File: config.mk
export PLATFORM = sky130hd
export DESIGN_NAME = spi_frame_tx
export DESIGN_NICKNAME = d
export VERILOG_FILES = /design/src/rtl/spi_frame_tx.sv
export SDC_FILE = /design/constraint.sdc
export NUM_CORES = 1
export LEC_CHECK = 0
export CORE_ASPECT_RATIO = 1.75
export CORE_MARGIN = 5
export CORE_UTILIZATION = 55
export DETAILED_ROUTE_END_ITERATION = 10
export PLACE_DENSITY = 0.84
export SYNTH_ARGS = -nofsm -noshare
export SYNTH_HDL_FRONTEND = slang
export SYNTH_SLANG_ARGS = --single-unit
File: constraint.sdc
create_clock -name sys_clk -period 5.5 [get_ports sys_clk]
set_clock_uncertainty 0.15 [all_clocks]
set_input_delay 0.825 -clock sys_clk [delete_from_list [all_inputs] [get_ports sys_clk]]
set_output_delay 0.825 -clock sys_clk [all_outputs]
set_load 0.02 [all_outputs]
File: src/rtl/spi_frame_tx.sv
// SPI mode-0 master transmitter for fixed-length frames.
// One accepted word becomes one chip-select window: lead-in, FRAME_BITS SCK
// periods shifted MSB first, trail-out, then a CS-high gap before the next word.
// All SPI pins and handshake outputs are registered.

module spi_frame_tx #(
  parameter int FRAME_BITS = 24,
  parameter int CLK_DIV    = 4,
  parameter int CS_LEAD    = 4,
  parameter int CS_TRAIL   = 4,
  parameter int GAP        = 8
) (
  input  logic                  sys_clk,
  input  logic                  sys_rst_n,
  input  logic [FRAME_BITS-1:0] tx_data,
  input  logic                  tx_valid,
  output logic                  tx_ready,
  output logic                  spi_clock,
  output logic                  spi_data,
  output logic                  spi_cs,
  output logic                  busy,
  output logic                  done
);

  // Counter widths; single-cycle phases still get a 1-bit counter so the
  // compare against the last value stays well formed.
  localparam int HALF_W  = (CLK_DIV  > 1) ? $clog2(CLK_DIV)  : 1;
  localparam int BIT_W   = $clog2(FRAME_BITS + 1);
  localparam int LEAD_W  = (CS_LEAD  > 1) ? $clog2(CS_LEAD)  : 1;
  localparam int TRAIL_W = (CS_TRAIL > 1) ? $clog2(CS_TRAIL) : 1;
  localparam int GAP_W   = (GAP      > 1) ? $clog2(GAP)      : 1;

  localparam logic [HALF_W-1:0]  HALF_LAST  = HALF_W'(CLK_DIV - 1);
  localparam logic [BIT_W-1:0]   BIT_LAST   = BIT_W'(FRAME_BITS);
  localparam logic [LEAD_W-1:0]  LEAD_LAST  = LEAD_W'(CS_LEAD - 1);
  localparam logic [TRAIL_W-1:0] TRAIL_LAST = TRAIL_W'(CS_TRAIL - 1);
  localparam logic [GAP_W-1:0]   GAP_LAST   = GAP_W'(GAP - 1);

  typedef enum logic [2:0] {
    ST_IDLE,
    ST_LEAD,
    ST_SHIFT,
    ST_TRAIL,
    ST_GAP
  } state_t;

  state_t                state;
  logic [FRAME_BITS-1:0] shift_reg;
  logic [HALF_W-1:0]     half_cnt;
  logic [BIT_W-1:0]      bit_cnt;
  logic [LEAD_W-1:0]     lead_cnt;
  logic [TRAIL_W-1:0]    trail_cnt;
  logic [GAP_W-1:0]      gap_cnt;

  // Frame sequencer: every output is a register updated alongside the state,
  // so spi_data only ever moves together with an SCK fall or a CS edge.
  always_ff @(posedge sys_clk or negedge sys_rst_n) begin
    if (!sys_rst_n) begin
      state     <= ST_IDLE;
      shift_reg <= '0;
      half_cnt  <= '0;
      bit_cnt   <= '0;
      lead_cnt  <= '0;
      trail_cnt <= '0;
      gap_cnt   <= '0;
      tx_ready  <= 1'b1;
      spi_clock <= 1'b0;
      spi_data  <= 1'b0;
      spi_cs    <= 1'b1;
      busy      <= 1'b0;
      done      <= 1'b0;
    end else begin
      case (state)
        ST_IDLE: begin
          done <= 1'b0;
          if (tx_valid && tx_ready) begin
            // MSB goes straight onto the pin; the register keeps the rest
            // left-aligned so the next bit is always shift_reg[MSB].
            spi_data  <= tx_data[FRAME_BITS-1];
            shift_reg <= {tx_data[FRAME_BITS-2:0], 1'b0};
            spi_cs    <= 1'b0;
            busy      <= 1'b1;
            tx_ready  <= 1'b0;
            lead_cnt  <= '0;
            state     <= ST_LEAD;
          end
        end

        ST_LEAD: begin
          if (lead_cnt == LEAD_LAST) begin
            lead_cnt <= '0;
            half_cnt <= '0;
            bit_cnt  <= '0;
            state    <= ST_SHIFT;
          end else begin
            lead_cnt <= lead_cnt + 1'b1;
          end
        end

        ST_SHIFT: begin
          if (half_cnt == HALF_LAST) begin
            half_cnt <= '0;
            if (!spi_clock) begin
              spi_clock <= 1'b1;
              bit_cnt   <= bit_cnt + 1'b1;
            end else begin
              spi_clock <= 1'b0;
              if (bit_cnt == BIT_LAST) begin
                // Last bit stays on the pin through the trail-out.
                trail_cnt <= '0;
                state     <= ST_TRAIL;
              end else begin
                spi_data  <= shift_reg[FRAME_BITS-1];
                shift_reg <= {shift_reg[FRAME_BITS-2:0], 1'b0};
              end
            end
          end else begin
            half_cnt <= half_cnt + 1'b1;
          end
        end

        ST_TRAIL: begin
          if (trail_cnt == TRAIL_LAST) begin
            spi_cs   <= 1'b1;
            spi_data <= 1'b0;
            done     <= 1'b1;
            gap_cnt  <= '0;
            state    <= ST_GAP;
          end else begin
            trail_cnt <= trail_cnt + 1'b1;
          end
        end

        ST_GAP: begin
          done <= 1'b0;
          if (gap_cnt == GAP_LAST) begin
            tx_ready <= 1'b1;
            busy     <= 1'b0;
            state    <= ST_IDLE;
          end else begin
            gap_cnt <= gap_cnt + 1'b1;
          end
        end

        default: begin
          state <= ST_IDLE;
        end
      endcase
    end
  end

endmodule

==> Word-level counts from Yosys, hierarchy flattened <==
Index checks and enable logic that the tools add are counted.
{ "op_classes": {"add_sub_neg": 5, "n_eq_ne": 20, "n_mux": 47, "n_reduce_logical": 24} }
{ "ops": {"columns": ["cell", "n"], "rows": [
  ["$mux 24", 4],
  ["$pmux 24 s2", 1],
  ["$mux 3", 9],
  ["$ne 2x2->1 const B", 11],
  ["$mux 2", 8],
  ["$reduce_bool 2->1", 8],
  ["$mux 5", 3],
  ["$pmux 3 s5", 1],
  ["$pmux 2 s2", 3],
  ["$mux 1", 11],
  ["$pmux 5 s2", 1],
  ["$reduce_and 5->1", 2],
  ["$reduce_and 3->1", 3],
  ["$pmux 1 s2", 4],
  ["$reduce_and 2->1", 4],
  ["$reduce_and 7->1", 1],
  ["$add 2x1->2 const B", 3],
  ["$eq 2x2->1 const B", 3],
  ["$eq 3x2->1 const B", 2],
  ["$eq 3x3->1 const B", 2],
  ["$pmux 3 s2", 1],
  ["$reduce_and 6->1", 1],
  ["$add 5x1->5 const B", 1],
  ["$eq 5x5->1 const B", 1],
  ["8 further kinds", 8]
]} }
{ "totals": {"reg_bits": 47, "in_bits": 27, "output_inout_bits": 6, "wordCells": 109} }

==> Longest topological paths before layout <==
Gate-level depths: netlist of the first run.
{ "logic_depth": {"word_depth": 5, "ltp_mapped": 7, "mapped_depth_nobuf": 6} }

==> Least setup slack after synthesis of the first run <==
OpenSTA, ideal clock, no wires.
{ "synth_timing": {"path_kind": "in2reg", "start": "input port tx_valid", "end": "register shift_reg[10]", "setup_time_ps": 73, "arrival_time_ps": 1805, "slack_ps": 3472, "stages": 5, "path_buffers": 1, "path_cell_list": "nand3b_1 -> a211oi_4 -> nor2b_4 -> buf_6 -> a2bb2oi_2"} }
{ "synth_between": {"elab_chain_cells": 3} }
{ "synth_rtl": {"columns": ["item", "line_no", "source"], "rows": [
  ["start: declaration", "16", "input logic tx_valid,"],
  ["$logic_and 1x1->1", "76", "if (tx_valid && tx_ready) begin"],
  ["$ne 2x2->1 (no line)", null, null],
  ["$reduce_and 5->1 (no line)", null, null],
  ["end signal: assignment", "80", "shift_reg <= {tx_data[FRAME_BITS-2:0], 1'b0};"],
  ["end signal: assignment", "114", "shift_reg <= {shift_reg[FRAME_BITS-2:0], 1'b0};"],
  ["end: declaration", "48", "logic [FRAME_BITS-1:0] shift_reg;"]
]} }
Every way passes these cells.
A chain may end at the register's enable or synchronous reset.

==> Final worst setup path of the first run <==
{ "layout_timing": {"start": "input port tx_valid", "end": "register shift_reg[8]"} }
Same word-level chain as after synthesis.

==> results of run 1 <==
-- cells by family after synthesis --
group | count (synthesis) | share of synthesized area
AOI/OAI and AO/OA | 72 | 0.279
and+or+nand+nor | 54 | 0.127
DFF | 46 | 0.486
buffers and inverters | 18 | 0.0369
adders and majority gates | 7 | 0.0369
muxes | 5 | 0.0232
xor gates and xnor gates | 3 | 0.0111
-- worst register-to-register path, stage by stage, from the launching register on --
cell and delay (ns):
sky130_fd_sc_hd__dfrtp_1 0.68, sky130_fd_sc_hd__nor2b_1 0.37, sky130_fd_sc_hd__nand3_1 0.66, sky130_fd_sc_hd__o22ai_1 0.48, sky130_fd_sc_hd__a2bb2oi_2 0.09
-- layout make-up --
cell class / count / area (sq um)
clock buffer: 6 / 72.6
sequential: 46 / 1150
fill: 321 / 1370
tap: 49 / 61.3
multi-input combinational: 141 / 1130
inverter: 6 / 22.5
timing repair buffer: 34 / 330
clock inverter: 2 / 10.0
-- cell usage in the layout, fill, tap and decap left out, types with 4 or more instances in the layout --
master and n:
sky130_fd_sc_hd__clkdlybuf4s50_1 31, sky130_fd_sc_hd__a21oi_1 4, sky130_fd_sc_hd__nand2b_1 4, sky130_fd_sc_hd__nor2_1 10, sky130_fd_sc_hd__ha_1 7, sky130_fd_sc_hd__a22o_1 4, sky130_fd_sc_hd__clkbuf_8 5, sky130_fd_sc_hd__o22ai_1 22
sky130_fd_sc_hd__dfrtp_1 44, sky130_fd_sc_hd__nand2_1 17, sky130_fd_sc_hd__a2bb2oi_2 19, sky130_fd_sc_hd__inv_1 5, sky130_fd_sc_hd__nand3_1 6
-- path summary, 6_finish.rpt --
path / startpoint / end / slack (ns) / cells after the start
setup / recovery: tx_valid / shift_reg[8] / 2.82 / 5
hold / removal: spi_cs / spi_cs / 0.34 / 2
setup reg to reg: state[1] / shift_reg[23] / 2.94 / 4
hold reg to reg: spi_cs / spi_cs / 0.34 / 2
max in group asynchronous: sys_rst_n / shift_reg[12] / 4.02 / 1
min in group asynchronous: sys_rst_n / state[2] / 0.55 / 1
-- layer usage --
| layer | wire length (um) | up-vias | track usage |
|---|---|---|---|
| met2 | 2510 | 31 | 0.287 |
| met4 | 103 | 0 | 0.0683 |
| li1 | - | 837 | - |
| met1 | 1960 | 866 | 0.223 |
| met3 | 196 | 8 | 0.0333 |
| met5 | 0 | - | 0 |
-- power breakdown --
group / total [mW] / internal (mW) / switching, mW
clock: 0.194 / 0.0881 / 0.106
combinational: 0.0340 / 0.0201 / 0.0139
sequential: 0.338 / 0.338 / 0.000176
-- per-stage QoR --
stage	area [sq um]	utilization	std cells
final	2790	0.671	284
after global routing	2790	0.671	284
after CTS	2790	0.671	284
after detailed placement	2700	0.651	276
after global placement	2700	0.651	276
after floorplan	2380	-	205
==> run metrics, run 1 <==
crit start category primary input; number of sinks on the clock net 46; count of TritonRoute iterations in the first routing pass 4; Mapped Nets 239; Cell Chain, Critical Path clkdlybuf4s50_1 -> nand3b_1 -> a211oi_4 -> nor2b_4 -> a2bb2oi_1; outcome completed; Critical Path Max Stage Delay 0.70 ns; hold bufs inserted after CTS 0; crit path kind in -> reg; area share of the largest cell type after synthesis 0.463; post-detailed-route count of antenna-violating nets 0; number of levels in the clock H-tree 2; TritonCTS clock tree built; Clock Tree Buf Depth 2; Worst Max-Slew Pin Slew 1.01 ns; total of endpoints with negative setup slack in the final report 0; Setup Slack @ Placement 2.52 ns; number of buffers inserted to repair setup after CTS 0; Leak 1.24 nW; Detail Placement HPWL 3.37 mm; share of the clock period used by the worst path 0.488; worst path required time 5.57 ns; number of maximum-capacitance violations 0; Max-Slew Margin vs Limit 0.325; diode insertion count for antenna repair 0; time the final worst path needs with I/O delays and setup 2.68 ns; global-route wire length before repair 8.04 mm; maximum number of pins on one net before global-route repair 47; total number of nets in the final design 268; leading cell type by number of instances after synthesis sky130_fd_sc_hd__dfrtp_1; maximum achievable frequency 373 MHz; first-iteration detailed-routing DRC count 27; main flop type after synthesis sky130_fd_sc_hd__dfrtp_1; initial antenna violation count 0; Final Wtd Congestion 0.762; via count of the first global-routing pass 1710; Pwr per Cell Area 204 nW/um^2; number of buffer and inverter stages on the critical path 1; area growth from synthesis to final layout 17.2%; DRC Markers 0; number of flip-flops and latches in the synthesized netlist 46; all-layer global routing usage 0.176; overall die height 97.0 um; sum of negative setup slack 0 ns; total number of vias 1742; share of synthesized flip-flops with an asynchronous set or reset 1.00; Crit path arrival time 2.75 ns; cts bufs inserted 5; sequential area share after synthesis 0.486; drt via density 6.13; max-slew violation count 0; cell types with the largest area share after synthesis sky130_fd_sc_hd__dfrtp_1, sky130_fd_sc_hd__a2bb2oi_2, sky130_fd_sc_hd__o22ai_1, sky130_fd_sc_hd__ha_1, sky130_fd_sc_hd__nand2_1; quantity of I/O buffers inserted on ports 32; clk slew on worst S/H paths 0.08 ns; overall power after layout 0.567 mW; synthesized area per cell 11.6 sq um; Clock Latency Late Sink 0.29 ns; type of element capturing the critical path flip-flop; core box area 4150 sq um; flip-flop count of the largest register after layout 23; I/O Pins 33; CTS resizes 0; starting density of the core 0.573; classification of the worst-slack hold path reg -> reg; number of warnings issued by yosys 0; clock root buffer sky130_fd_sc_hd__clkbuf_8; Hold Slack 0.341 ns; maximum vdd ir drop 0.182 mV; total detailed-routing wirelength 4.77 mm; Post-synth EDFFs 0; synthesized area 2380 sq um; WL/cell 16.8 um; synthesized instance count 205; grt ovf 0; Unique masters post-synth 43; Fin. Hold Viols 0; width of the die 59.7 um; post-synth top area cell sky130_fd_sc_hd__dfrtp_1; largest driver fanout on the critical path 23; unrepaired setup endpoints after global routing false; Top delay family on crit path simple AND/OR/NAND/NOR gates; worst setup slack after layout 2.82 ns; Std-Cell Rows 31; most numerous cell types in the synthesized netlist sky130_fd_sc_hd__dfrtp_1, sky130_fd_sc_hd__o22ai_1, sky130_fd_sc_hd__a2bb2oi_2, sky130_fd_sc_hd__nand2_1, sky130_fd_sc_hd__nor2_1; master of the slowest instance on the critical path sky130_fd_sc_hd__nor2b_4; die area 5790 sq um; proportion of layout cells with a drive suffix above 1 0.166
(Power assumes the default switching activity.)
==> inputs of run 2 (changes only) <==
--- a/config.mk
+++ b/config.mk
@@ -7,9 +7,9 @@
 export LEC_CHECK = 0
 export CORE_ASPECT_RATIO = 1.75
 export CORE_MARGIN = 5
-export CORE_UTILIZATION = 55
+export CORE_UTILIZATION = 49
 export DETAILED_ROUTE_END_ITERATION = 10
-export PLACE_DENSITY = 0.84
+export PLACE_DENSITY = 0.8
 export SYNTH_ARGS = -nofsm -noshare
 export SYNTH_HDL_FRONTEND = slang
 export SYNTH_SLANG_ARGS = --single-unit
==> constraint.sdc (replaced) <==
create_clock -name sys_clk -period 2.45 [get_ports sys_clk]
set_clock_uncertainty 0.15 [all_clocks]
set_input_delay 0.3675 -clock sys_clk [delete_from_list [all_inputs] [get_ports sys_clk]]
set_output_delay 0.3675 -clock sys_clk [all_outputs]
set_load 0.02 [all_outputs]
==> run 2 against run 1 <==
Against the previous run:
- clock power up 130%
- hold slack got worse by 0.0028 ns
- utilization fell by 6.2 points
- critical path depth decreased by 4
- register-to-register slack got worse by 2.4 ns
- sequential power increased by 120%
- non-clock buffer count rose by 7
- sequential cell count unchanged
- routed wire length is 5.5% higher
==> run metrics, run 2 (same netlist as run 1, synthesis figures left out) <==
outcome completed; classification of the worst-slack hold path reg -> reg; number of levels in the clock H-tree 2 (unchanged); Setup Slack @ Placement 0.288 ns (-2.23 ns); Detail Placement HPWL 3.55 mm (+5.3%); sum of negative setup slack 0 ns (unchanged); setup slack of the worst register-to-register path 0.51 ns (-2.43 ns); largest driver fanout on the critical path 7 (-70%); Worst Hold End spi_cs; startpoint of the lowest-slack register-to-register path state[1]; time the final worst path needs with I/O delays and setup 2.02 ns; Std-Cell Rows 33 (+6.5%); quantity of I/O buffers inserted on ports 32 (unchanged); number of maximum-capacitance violations 0 (unchanged); starting density of the core 0.505 (-0.0677); proportion of layout cells with a drive suffix above 1 0.187 (+0.0208); Clock Latency Late Sink 0.30 ns (about the same); width of the die 62.6 um (+5.0%); Worst Max-Slew Pin Slew 0.375 ns (-0.637 ns); area growth from synthesis to final layout 20.6%; number of sinks on the clock net 46 (unchanged); total number of nets in the final design 275 (+2.6%); total of endpoints with negative setup slack in the final report 0 (unchanged); die area 6400 sq um (+11%); Fin. Hold Viols 0 (unchanged); grt ovf 0 (unchanged); I/O Pins 33 (unchanged); cts bufs inserted 5 (unchanged); number of buffer and inverter stages on the critical path 1 (unchanged); R2R cell count 5 (+1); number of buffers inserted to repair setup after CTS 0 (unchanged); overall power after layout 1.28 mW (+130%); global-route wire length before repair 8.82 mm (+9.7%); Critical Path Max Stage Delay 0.62 ns (-0.08 ns); total number of vias 1770 (+1.6%); Cell Chain, Critical Path clkdlybuf4s50_1; core box area 4710 sq um (+13%); worst path required time 1.93 ns (-3.64 ns); Top delay family on crit path buffers and inverters; final core utilization 0.609 (-0.0624); Worst Hold Launch spi_cs; type of element capturing the critical path primary output; first-iteration detailed-routing DRC count 83 (+210%); post-detailed-route count of antenna-violating nets 0 (unchanged); clk slew on worst S/H paths 0.08 ns (about the same); number of cells traversed by the worst hold path 2 (unchanged); Clock Tree Buf Depth 2 (unchanged); drt via density 6.04 (-1.5%); via count of the first global-routing pass 1822 (+6.5%); TritonCTS clock tree built; Max-Slew Margin vs Limit 0.750 (+0.424); reg2reg end shift_reg[7]; clock root buffer sky130_fd_sc_hd__clkbuf_8; overall die height 102 um (+5.3%); most common cell after layout, fill and taps aside sky130_fd_sc_hd__dfrtp_1; diode insertion count for antenna repair 0 (unchanged); met2 Use GR 0.305 (+0.0184); Pwr per Cell Area 447 nW/um^2 (+120%); max-slew violation count 0 (unchanged); initial antenna violation count 0 (unchanged); Crit path arrival time 1.50 ns (-1.25 ns); Final Wtd Congestion 0.748 (-1.8%); total detailed-routing wirelength 5.03 mm (+5.5%); commonest cells after routing, fill and taps aside sky130_fd_sc_hd__dfrtp_1, sky130_fd_sc_hd__clkdlybuf4s50_1, sky130_fd_sc_hd__o22ai_1; share of the clock period used by the worst path 0.823; GR Util met1 0.201 (-0.0213); maximum vdd ir drop 0.413 mV (+130%); all-layer global routing usage 0.172 (-0.00376); DRC Markers 0 (unchanged); WL/cell 17.2 um (+2.2%); Leak 1.28 nW (+3.3%); flip-flop count of the largest register after layout 23 (unchanged); crit path kind reg -> out; busiest metal layer after global routing met2; maximum number of pins on one net before global-route repair 47 (unchanged); worst setup slack after layout 0.434 ns (-2.38 ns); maximum achievable frequency 496 MHz; master of the slowest instance on the critical path sky130_fd_sc_hd__clkdlybuf4s50_1; count of TritonRoute iterations in the first routing pass 4 (unchanged); Hold Slack 0.339 ns (-0.00284 ns); unrepaired setup endpoints after global routing false; crit start category flip-flop; met3 track demand over resource in global routing 0.0385 (+0.00521)
==> run 2: cell types whose count changed in the layout (fill, tap and decap cells not counted) <==
cell and delta:
sky130_fd_sc_hd__dlygate4sd3_1 +1, sky130_fd_sc_hd__buf_4 +4, sky130_fd_sc_hd__clkbuf_1 -1, sky130_fd_sc_hd__buf_12 +2
==> run 2: worst max-delay path by stage <==
stage,startpoint,end,slack [ns],depth (start not counted)
detailed placement,tx_valid,shift_reg[7],0.29,6
floorplan,tx_ready,shift_reg[10],0.60,5
CTS,tx_ready,tx_ready,0.42,1
global route,tx_ready,tx_ready,0.38,1
finish,tx_ready,tx_ready,0.43,1
global placement,tx_valid,shift_reg[1],0.35,6
==> run 2: cell type report <==
class                   count  area, sq um
multi-input cells         141         1130
fillers                   422         1840
clock inverters             2         10.0
repair buffers             41          410
inverters                   6         22.5
flip-flops and latches     46         1150
clock buffers               5         68.8
well taps                  52         65.1
==> run 2: stage by stage <==
step / area (sq um) / instances
after floorplan: 2380 / 205
after global placement: 2780 / 285
final: 2870 / 293
after global routing: 2870 / 293
after detailed placement: 2780 / 285
after CTS: 2870 / 293
==> run 2: repair_timing <==
action	in CTS	in global routing
gates resized for setup	0	0
hold endpoints to repair	44	0
endpoints found under the setup margin	0	0
hold buffers	1	0
==> run 2: worst reg2reg max path, delay by kind of cell, from the launching register on <==
kind | cells | cell delay (ns)
compound gates | 2 | 0.40
flops | 1 | 0.57
simple gates | 2 | 0.53
buf+inv | 1 | 0.17
==> run 2: where the power goes <==
part | leakage, nW | switching (mW) | internal (mW) | total [mW]
Combinational | 0.607 | 0.0330 | 0.0496 | 0.0826
Sequential | 0.634 | 0.000424 | 0.759 | 0.760
Clock | 0.0438 | 0.248 | 0.192 | 0.439
Total | 1.28 | 0.281 | 1.00 | 1.28
==> run 2: layer usage <==
layer	wire (um)	share of wire	vias to the layer above
met4	86	0.017	0
met1	1980	0.39	890
met3	142	0.028	7
li1	-	-	852
met2	2820	0.56	21
met5	0	0	-
